## config.mk

```make
export PLATFORM = sky130hd
export DESIGN_NAME = guvm_inst_feeder
export DESIGN_NICKNAME = d
export VERILOG_FILES = /design/src/rtl/guvm_inst_feeder.sv
export SDC_FILE = /design/constraint.sdc
export NUM_CORES = 1
export LEC_CHECK = 0
export BUFFER_PORTS_ARGS = -buffer_cell sky130_fd_sc_hd__buf_2
export CAP_MARGIN = 20
export CORE_UTILIZATION = 38
export CTS_BUF_LIST = sky130_fd_sc_hd__clkbuf_4 sky130_fd_sc_hd__clkbuf_8
export DETAILED_ROUTE_END_ITERATION = 10
export GPL_TIMING_DRIVEN = 0
export PLACE_DENSITY = 0.57
export SLEW_MARGIN = 20
export SYNTH_ARGS = -nofsm -noshare
export SYNTH_HDL_FRONTEND = slang
export SYNTH_SLANG_ARGS = --single-unit
```

## constraint.sdc

```tcl
create_clock -name clk -period 7.3 [get_ports clk]
set_clock_uncertainty 0.05 [all_clocks]
set_input_delay 0.73 -clock clk [delete_from_list [all_inputs] [get_ports clk]]
set_output_delay 0.73 -clock clk [all_outputs]
set_load 0.01 [all_outputs]
```

## src/rtl/guvm_inst_feeder.sv

```systemverilog
// rtl/guvm_inst_feeder.sv - instruction FIFO and icache-output responder with configurable wait states
module guvm_inst_feeder #(
    parameter int          DEPTH     = 8,
    parameter int          LATENCY   = 1,
    parameter int          EMPTY_NOP = 1,
    parameter logic [31:0] NOP_WORD  = 32'h01000000
) (
    input  logic                       clk,
    input  logic                       rst,
    input  logic                       push_valid,
    input  logic [31:0]                push_inst,
    output logic                       push_ready,
    input  logic                       flush,
    input  logic                       fetch_req,
    input  logic [31:0]                fetch_addr,
    output logic [31:0]                ic_data,
    output logic                       ic_hold,
    output logic                       ic_mds,
    output logic                       ic_exception,
    output logic [$clog2(DEPTH):0]     level,
    output logic [31:0]                inst_count,
    output logic                       seq_err
);
    localparam int AW = $clog2(DEPTH);

    typedef enum logic [1:0] {S_IDLE, S_WAIT, S_RESP, S_STALL} state_t;

    state_t        state_q, state_d;
    logic [3:0]    cnt_q, cnt_d;
    logic [31:0]   mem [DEPTH];
    logic [AW:0]   wr_ptr_q, rd_ptr_q;
    logic [31:0]   ic_data_q, inst_count_q, last_addr_q;
    logic          ic_mds_q, seq_err_q, armed_q;

    logic          empty, full, pop, push_acc, deliver, bypass, latch, seq_bad;
    logic [31:0]   deliver_data;

    assign empty = (wr_ptr_q == rd_ptr_q);
    assign full  = (wr_ptr_q[AW-1:0] == rd_ptr_q[AW-1:0]) && (wr_ptr_q[AW] != rd_ptr_q[AW]);

    always_comb begin
        state_d      = state_q;
        cnt_d        = cnt_q;
        pop          = 1'b0;
        deliver      = 1'b0;
        bypass       = 1'b0;
        deliver_data = mem[rd_ptr_q[AW-1:0]];
        case (state_q)
            S_IDLE: begin
                if (fetch_req) begin
                    if (LATENCY == 0) begin
                        state_d = S_RESP;
                    end else begin
                        state_d = S_WAIT;
                        cnt_d   = 4'(LATENCY);
                    end
                end
            end
            S_WAIT: begin
                if (cnt_q == 4'd1) state_d = S_RESP;
                else               cnt_d   = cnt_q - 4'd1;
            end
            S_RESP: begin
                if (!empty) begin
                    pop     = 1'b1;
                    deliver = 1'b1;
                    state_d = S_IDLE;
                end else if (EMPTY_NOP != 0) begin
                    deliver      = 1'b1;
                    deliver_data = NOP_WORD;
                    state_d      = S_IDLE;
                end else begin
                    state_d = S_STALL;
                end
            end
            S_STALL: begin
                // The waiting word goes straight out; it never occupies a FIFO slot.
                if (push_valid) begin
                    bypass       = 1'b1;
                    deliver      = 1'b1;
                    deliver_data = push_inst;
                    state_d      = S_IDLE;
                end
            end
            default: state_d = S_IDLE;
        endcase
        if (flush) begin
            state_d = S_IDLE;
            pop     = 1'b0;
            deliver = 1'b0;
            bypass  = 1'b0;
        end
    end

    // A pop on the same edge frees a slot, so a push into a full FIFO is taken then.
    assign push_acc = push_valid && (!full || pop) && !bypass && !flush;
    assign latch    = (state_q == S_IDLE) && fetch_req && !flush;
    assign seq_bad  = latch && armed_q && (fetch_addr != last_addr_q + 32'd4);

    always_ff @(posedge clk) begin
        if (push_acc) mem[wr_ptr_q[AW-1:0]] <= push_inst;
    end

    always_ff @(posedge clk or posedge rst) begin
        if (rst) begin
            state_q      <= S_IDLE;
            cnt_q        <= 4'd0;
            wr_ptr_q     <= '0;
            rd_ptr_q     <= '0;
            ic_data_q    <= 32'd0;
            ic_mds_q     <= 1'b0;
            inst_count_q <= 32'd0;
            seq_err_q    <= 1'b0;
            armed_q      <= 1'b0;
            last_addr_q  <= 32'd0;
        end else begin
            state_q  <= state_d;
            cnt_q    <= cnt_d;
            ic_mds_q <= deliver;
            if (flush) begin
                wr_ptr_q <= '0;
                rd_ptr_q <= '0;
                armed_q  <= 1'b0;
            end else begin
                if (push_acc) wr_ptr_q <= wr_ptr_q + (AW+1)'(1);
                if (pop)      rd_ptr_q <= rd_ptr_q + (AW+1)'(1);
                if (deliver)  armed_q  <= 1'b1;
            end
            if (latch)   last_addr_q <= fetch_addr;
            if (seq_bad) seq_err_q   <= 1'b1;
            if (deliver) begin
                ic_data_q    <= deliver_data;
                inst_count_q <= inst_count_q + 32'd1;
            end
        end
    end

    assign push_ready   = !full;
    assign level        = wr_ptr_q - rd_ptr_q;
    assign ic_data      = ic_data_q;
    assign ic_mds       = ic_mds_q;
    assign ic_exception = 1'b0;
    assign inst_count   = inst_count_q;
    assign seq_err      = seq_err_q;
    assign ic_hold      = !((state_q == S_WAIT) || (state_q == S_STALL) ||
                            ((state_q == S_RESP) && empty && (EMPTY_NOP == 0)));
endmodule

```

# Word level (Yosys, flattened, before mapping)
# Memories as Yosys holds them, arrays and structs flattened.
# Cells that the tools add are included.
totals:
  wordCells: 78
  reg_bits: 113
  mem_bits_rw: 256
  inputBits: 69
  output_inout_bits: 73
  n_memories: 1
op_classes:
  reduce_logical: 21
  addsub: 6
  eq_ne: 13
  mux: 27
mem_list:
  columns: ["name", "depth", "word_bits", "rd", "rd_clocked_by_memory_dff", "wr", "line_no", "rtl"]
  rows:
  - ["mem", 8, 32, 1, 0, 1, "30", "logic [31:0] mem [DEPTH];"]
ops:
  columns: ["operator", "n"]
  rows:
  - ["32-bit two-way mux", 2]
  - ["32-bit case mux with 2 select lines", 1]
  - ["32-bit by 1-bit adder with 32-bit output (second input constant)", 1]
  - ["32-bit by 3-bit adder with 32-bit output (second input constant)", 1]
  - ["32-bit inequality test", 1]
  - ["4-bit two-way mux", 6]
  - ["1-bit two-way mux", 11]
  - ["3-bit inequality test (second input constant)", 3]
  - ["4-bit by 1-bit adder with 4-bit output (second input constant)", 2]
  - ["1-bit logical AND", 8]
  - ["2-bit two-way mux", 4]
  - ["2-bit case mux with 4 select lines", 1]
  - ["4-bit case mux with 2 select lines", 1]
  - ["2-bit nonzero test", 4]
  - ["3-bit AND reduction", 2]
  - ["2-bit == test (second input constant)", 2]
  - ["4-bit by 1-bit == test with 1-bit output (second input constant)", 1]
  - ["4-bit == test", 1]
  - ["1-bit logical NOT", 4]
  - ["2-bit inequality test (second input constant)", 2]
  - ["4-bit by 1-bit subtractor with 4-bit output (second input constant)", 1]
  - ["4-bit subtractor", 1]
  - ["3-bit == test", 1]
  - ["2-bit by 1-bit == test with 1-bit output (second input constant)", 1]
  - ["other kinds (4)", 5]

# Longest topological paths before layout
# Gate-level depths: netlist (run 1).
logic_depth:
  ltp_word: 10
  mapped_depth: 13
  depth_no_buf: 9

# Least setup slack after synthesis (run 1)
# No wires, ideal clock.
synth_timing:
  path_type: "register to register"
  from: "register rd_ptr_q[1]"
  to: "memory mem[6][0], enable pin"
  setup_ns: 0.501
  n_path_buf: 3
  stages_incl_launch_ff: 10
  setup_slack_ns: 1.421
  arrival_time_ns: 5.328
  period_less_slack_ns: 5.879
  t_required_ns: 6.749
  cell_sequence: "dfrtp_1 clkbuf_1 clkbuf_1 inv_1 clkbuf_1 ha_1 nand3_1 nand2b_1 o211ai_1 nor4_1"
synth_between:
  elab_cells_between_ends: 13
  cone_classes: "eq/ne (2); mux (5); reduce/logical (6)"
synth_rtl:
  columns: ["item", "line_no", "rtl"]
  rows:
  - ["start: declaration", "31", "logic [AW:0] wr_ptr_q, rd_ptr_q;"]
  - ["start signal: assignment", "126", "if (pop) rd_ptr_q <= rd_ptr_q + (AW+1)'(1);"]
  - ["3-bit == test", "39", "assign full = (wr_ptr_q[AW-1:0] == rd_ptr_q[AW-1:0]) && (wr_ptr_q[AW] != rd_ptr_q[AW]);"]
  - ["1-bit logical AND", "39", null]
  - ["1-bit logical NOT", null, null]
  - ["via push_ready", "12", "output logic push_ready,"]
  - ["1-bit logical OR", "96", "assign push_acc = push_valid && (!full || pop) && !bypass && !flush;"]
  - ["1-bit logical AND (3 in series)", "96", null]
  - ["1-bit two-way mux", "101", "if (push_acc) mem[wr_ptr_q[AW-1:0]] <= push_inst;"]
  - ["1-bit two-way mux (implied by the code)", "101", null]
  - ["end: declaration", "30", null]
# The timed path passes the listed nets, and every way through them passes these cells.

# Final worst setup path (run 1)
layout_timing:
  from: "register rd_ptr_q[1]"
  to: "memory mem[5][21], enable pin"
layout_between:
  elab_chain_cells: 10
  elab_cells_between_ends: 13
  cone_classes: "eq/ne (2); mux (5); reduce/logical (6)"
layout_rtl:
  columns: ["item", "line_no", "rtl"]
  rows:
  - ["4-bit == test", "38", "assign empty = (wr_ptr_q == rd_ptr_q);"]
  - ["1-bit two-way mux", "64", "if (!empty) begin"]
  - ["1-bit two-way mux", "48", "case (state_q)"]
  - ["1-bit two-way mux", "87", "if (flush) begin"]
  - ["1-bit logical OR *", "96", null]
  - ["1-bit logical AND * (3 in series)", "96", null]
  - ["1-bit two-way mux *", "101", null]
  - ["1-bit two-way mux (implied by the code) *", "101", null]
# Mark *: on every way between the ends. The rest lies on a longest branch, timed or not.

==> qor.yml, run 1 <==
status:
  status: "completed"
clock_network:
  cts_resized: 0
  post-cts-setup-buffer-count: 0
  ctsHtreeMaxLevel: 3
  cts_hold_buf: 0
  root_buffer: "clkbuf_8"
  cts_tree: "done"
  clk_latency_ps: 620
  clkTransAtPathRegs_ps: 60
  cts_buffers: 66
  clkSinkCount: 369
  ctsLongestPathBuffers: 3
floorplanning:
  num_rows: 73
  die_y_um: 205
  num_io_pins: 142
  die_w_um: 205
  coreArea_um2: 40200
  die_area_um2: 41900
  start_util: 0.389
layout:
  layout_common_cells: "edfxtp_1, buf_2, nand2_1"
  final_util: 0.468
  seqCellArea_um2: 10500
  syn_to_final_growth_pct: 20.2
  fill_cells: 3567
  multi_input_area_um2: 4890
  final_common_cell: "edfxtp_1"
  drive_above_1_share: 0.307
  fin_cells: 1868
  fin_area_um2: 18800
  nets: 1371
grt:
  antenna_found_initial: 6
  grt_pass1_vias: 9899
  grtUsageTotal: 0.190
  grt_max_degree: 70
  grt_pass1_wl_mm: 59.1
  grt.overflow.total: 0
logic_synthesis:
  synth_seq_cells: 369
  yosysUniqueCellTypes: 61
  synth_edf_count: 256
  syn_inst: 1049
  syn_nets: 1128
  async_flop_share: 0.306
  yosysWarningCount: 0
  ys_seq_area_frac: 0.673
  syn_area_per_cell_um2: 14.9
  synth_area_um2: 15600
  ys.flop_type: "edfxtp_1"
worst_setup_path:
  cp_max_fo: 10
  startpoint_type: "flop"
  critPathKind: "reg2reg"
  endpoint_kind: "flop"
  cp_data_required_time_ps: 7570
  cp_data_arrival_time_ps: 5430
power:
  p_per_area_nw_per_um2: 277
  p_sw_frac: 0.259
  p_clk_frac: 0.391
  intPower_mw: 3.85
  power.net_switching_mw: 1.35
  power_mw: 5.20
  seqPwrFrac: 0.487
  pwr-share-comb: 0.121
  ir_worst_vdd_v: 0.000165
  power.leakage_nw: 7.04
timing:
  slew_violations: 0
  hold_viol: 0
  fin_crit_ps: 5160
  slew_headroom: 0.358
  setup_viol: 0
  max_freq_mhz: 194
  tns_ps: 0
  period_share: 0.707
  rsz0062_at_grt: "no"
  tightest_slew_ps: 963
route:
  vias: 9774
  drtIter0Drc: 840
  drc_errors: 0
  antenna_left: 0
  drt_wl_total_mm: 38.8
  drt-wirelength-per-cell_um: 20.8
  via_per_inst: 5.23
  first_pass_iters: 5
placement:
  io_buffers: 139
  place_inst: 1749
  dpl.hpwl_mm: 26.5
  dpl_cell_area_um2: 17400
  gp_congestion: 0.819
job:
  cap_violations: 0
worst_hold_path:
  hold_path_class: "in2async"
area by class of cell:
cell class / instances / share of cell area
Antenna cell: 1 / 0.000133
Buffer: 43 / 0.00919
Clock buffer: 101 / 0.0640
Clock inverter: 17 / 0.0105
Inverter: 24 / 0.00519
Multi-Input combinational cell: 613 / 0.260
Sequential cell: 369 / 0.560
Tap cell: 525 / 0.0350
Timing Repair Buffer: 175 / 0.0561
power groups by stage:
| stage | clock, mW | combinational, mW | sequential (mW) |
|---|---|---|---|
| after global placement | 0 | 0.621 | 2.57 |
| final | 2.04 | 0.630 | 2.53 |
| after detailed placement | 0 | 0.641 | 2.58 |
| after global routing | 2.19 | 0.703 | 2.56 |
| after floorplan | 0 | 0.346 | 2.60 |
| after CTS | 2.10 | 0.644 | 2.54 |
state kept, by name, summed over array words and instances, names as in the netlist:
name and count:
inst_count 32, last_addr_q 32, seq_err 1, ic_mds 1
ic_data 32, rd_ptr_q 4, cnt_q 4, wr_ptr_q 4
mem 256, state_q 2, armed_q 1
cells in the mapped netlist, drive strengths merged, types with 3 or more instances:
library cell  count  area, um^2
nor3b             4        30.0
nor2             44         165
ha                9         113
nand4            16         130
xnor2            52         455
and2              3        18.8
dfrtp           113        2830
nor4              9        92.6
edfxtp          256        7690
mux2i             5        50.1
clkbuf           31         116
xor2             25         219
nand4b            3        26.3
mux2             34         383
or3               4        25.0
o21a              4        30.0
nand3            26         130
o21ai            36         180
nor2b             5        31.3
o211ai            5        37.5
and3              8        50.1
buf              12        56.3
nor3             15        75.1
o22ai             3        18.8
and4              3        27.5
a211oi            3        22.5
nand2b            4        25.0
inv              23        86.3
a31oi             5        31.3
mux4             64        1440
a21oi            67         335
nand2           134         505
worst paths after layout:
path / cells after the start / slack [ps] / end / from
setup / recovery: 13 / 2140 / mem[5][21]$_DFFE_PP_ / rd_ptr_q[1]$_DFFE_PP0P_
hold / removal: 2 / 70 / inst_count[31]$_DFFE_PP0P_ / rst
setup reg to reg: 13 / 2140 / mem[5][21]$_DFFE_PP_ / rd_ptr_q[1]$_DFFE_PP0P_
hold reg to reg: 1 / 420 / inst_count[31]$_DFFE_PP0P_ / inst_count[31]$_DFFE_PP0P_
max in group asynchronous: 3 / 6430 / inst_count[1]$_DFFE_PP0P_ / rst
min in group clk: 2 / 330 / last_addr_q[6]$_DFFE_PP0P_ / fetch_addr[6]
critical path: stages (launching register included):
cell	delay, ps
dfrtp_1	440
clkbuf_1	600
clkbuf_1	670
inv_1	140
clkbuf_1	330
ha_1	390
nand3_1	140
nand2b_1	160
o211ai_1	250
or3_1	520
nor3b_2	540
buf_6	230
buf_4	200
buf_6	160
cells by family (layout without fill, tap and decap cells):
group	Yosys count	after routing	synth area share
AO/OA/AOI/OAI	138	138	0.0503
XOR/XNOR	77	77	0.0431
adder cells (fa/ha/maj)	10	10	0.00848
buffers and inverters	67	360	0.0168
flip-flops	369	369	0.673
multiplexers	103	103	0.120
other	1	2	0.000240
AND/OR/NAND/NOR	284	284	0.0884
metrics by stage:
step | worst slack (ps) | hold slack [ps]
floorplan | 1420 | 405
global placement | -2880 | 407
detailed placement | 2110 | 415
CTS | 2080 | 36.4
global route | 1830 | 72.4
finish | 2140 | 68.2
routing by layer:
layer / GRT usage / up-vias / routed length, um
li1: - / 4454 / -
met1: 0.258 / 5005 / 17300
met2: 0.303 / 254 / 18500
met3: 0.0391 / 55 / 2190
met4: 0.0645 / 6 / 741
met5: 0 / - / 34
(Power assumes the default switching activity.)
==> run 2, diff against run 1 <==
- PLACE_DENSITY: 0.57 -> 0.59
- clock period: 7.3 -> 4.38 ns (I/O delays scaled with it)
==> qor.yml, run 2 (synthesized netlist as in run 1, its figures left out) <==
placement:
  dpl.hpwl_mm: 26.0
  place_inst: 1738
  gp_congestion: 0.784
  io_buffers: 139
timing:
  rsz0062_at_grt: "no"
  slew_headroom: 0.348
  tightest_slew_ps: 979
  period_share: 0.956
  max_freq_mhz: 239
  fin_crit_ps: 4190
  setup_viol: 0
  hold_viol: 0
  tns_ps: 0
  whs_ps: 61.2
  slew_violations: 0
route:
  drt-wirelength-per-cell_um: 20.6
  drtIter0Drc: 665
  antenna_left: 0
  first_pass_iters: 7
  vias: 9859
  via_per_inst: 5.21
  drc_errors: 0
  drt_wl_total_mm: 38.9
worst_setup_path:
  worst_path_max_delay_cell: "or3_1"
  startpoint_type: "flop"
  path_cells: "clkbuf_2 -> clkbuf_2 -> inv_1 -> ha_1 -> nand3_1 -> nand2b_1 -> o211ai_1 -> or3_1 -> nor3_4 -> buf_4 -> buf_4"
  cp_data_required_time_ps: 4630
  cp_max_fo: 11
  endpoint_kind: "flop"
  cp_data_arrival_time_ps: 4440
  critPathKind: "reg2reg"
  max_stage_delay_ps: 590
layout:
  final_common_cell: "edfxtp_1"
  fin_cells: 1892
  fill_cells: 3576
  drive_above_1_share: 0.299
  layout_common_cells: "edfxtp_1, buf_2, nand2_1"
  multi_input_area_um2: 4930
  seqCellArea_um2: 10500
  nets: 1391
  largest_reg_flops: 256
  final_util: 0.475
  syn_to_final_growth_pct: 22.2
worst_hold_path:
  hold_path_class: "in2reg"
grt:
  grt_pass1_wl_mm: 58.7
  grt_max_degree: 60
  grt_pass1_vias: 9991
  grtUsageTotal: 0.189
  grt.overflow.total: 0
  antenna_found_initial: 5
floorplanning:
  die_y_um: 205
  die_w_um: 205
  num_rows: 73
  start_util: 0.389
  coreArea_um2: 40200
  num_io_pins: 142
  die_area_um2: 41900
job:
  cap_violations: 0
power:
  power.leakage_nw: 7.13
  ir_worst_vdd_v: 0.000273
  power_mw: 8.66
  p_per_area_nw_per_um2: 453
clock_network:
  cts_buffers: 66
  ctsHtreeMaxLevel: 3
  root_buffer: "clkbuf_8"
  clk_latency_ps: 600
  ctsLongestPathBuffers: 3
  clkSinkCount: 369
  cts_tree: "done"
  clkTransAtPathRegs_ps: 60
status:
  status: "completed"
## run 2: worst paths after layout
check	cells past startpoint	end	slack, ps	from
max reg2reg	11	mem[3][1]$_DFFE_PP_	190	rd_ptr_q[1]$_DFFE_PP0P_
min	1	mem[4][28]$_DFFE_PP_	60	push_inst[28]
min reg2reg	2	ic_data[6]$_DFFE_PP0P_	420	ic_data[6]$_DFFE_PP0P_
max in group asynchronous	4	ic_data[22]$_DFFE_PP0P_	3250	rst
min in group asynchronous	3	last_addr_q[10]$_DFFE_PP0P_	360	rst
max	11	mem[3][1]$_DFFE_PP_	190	rd_ptr_q[1]$_DFFE_PP0P_
## run 2: power by group
| part | internal (mW) | switching, mW |
|---|---|---|
| registers | 4.01 | 0.214 |
| logic | 0.480 | 0.592 |
| clock network | 1.87 | 1.48 |
| total | 6.37 | 2.29 |
## run 2: final cells by class
cell class | instances | area share
Multi-Input combinational cell | 613 | 0.258
Tap cell | 525 | 0.0344
Antenna cell | 2 | 0.000262
Inverter | 24 | 0.00511
Buffer | 42 | 0.00897
Clock inverter | 28 | 0.0111
Sequential cell | 369 | 0.550
Clock buffer | 93 | 0.0614
Timing Repair Buffer | 196 | 0.0700
## run 2: per-layer routing
metal  vias up  track usage  share of wire
met5         -            0        0.00087
met4         6       0.0618          0.019
met3        65       0.0418          0.061
met2       280        0.301           0.48
met1      5006        0.256           0.44
li1       4502            -              -
## run 2: critical path, delay by kind of cell (launching register included)
kind                       cells  cell delay (ps)
and+or+nand+nor                4             1210
buffers and inverters          5             1510
DFF                            1              430
AOI/OAI and AO/OA              1              280
adders and majority gates      1              390
## run 2: timing repair
item	4_1_cts	5_1_grt
endpoints found under the hold margin	83	0
setup buffers	6	3
hold buffers	23	0
pin swaps	2	2
resized for setup	4	0
setup endpoints to repair	270	28
## run 2: through the flow
step	area, um^2	setup slack (ps)
after floorplan	15700	-948
after global placement	17000	-4250
after detailed placement	17400	-884
after CTS	19100	5.65
after global routing	19100	49.8
final	19100	193
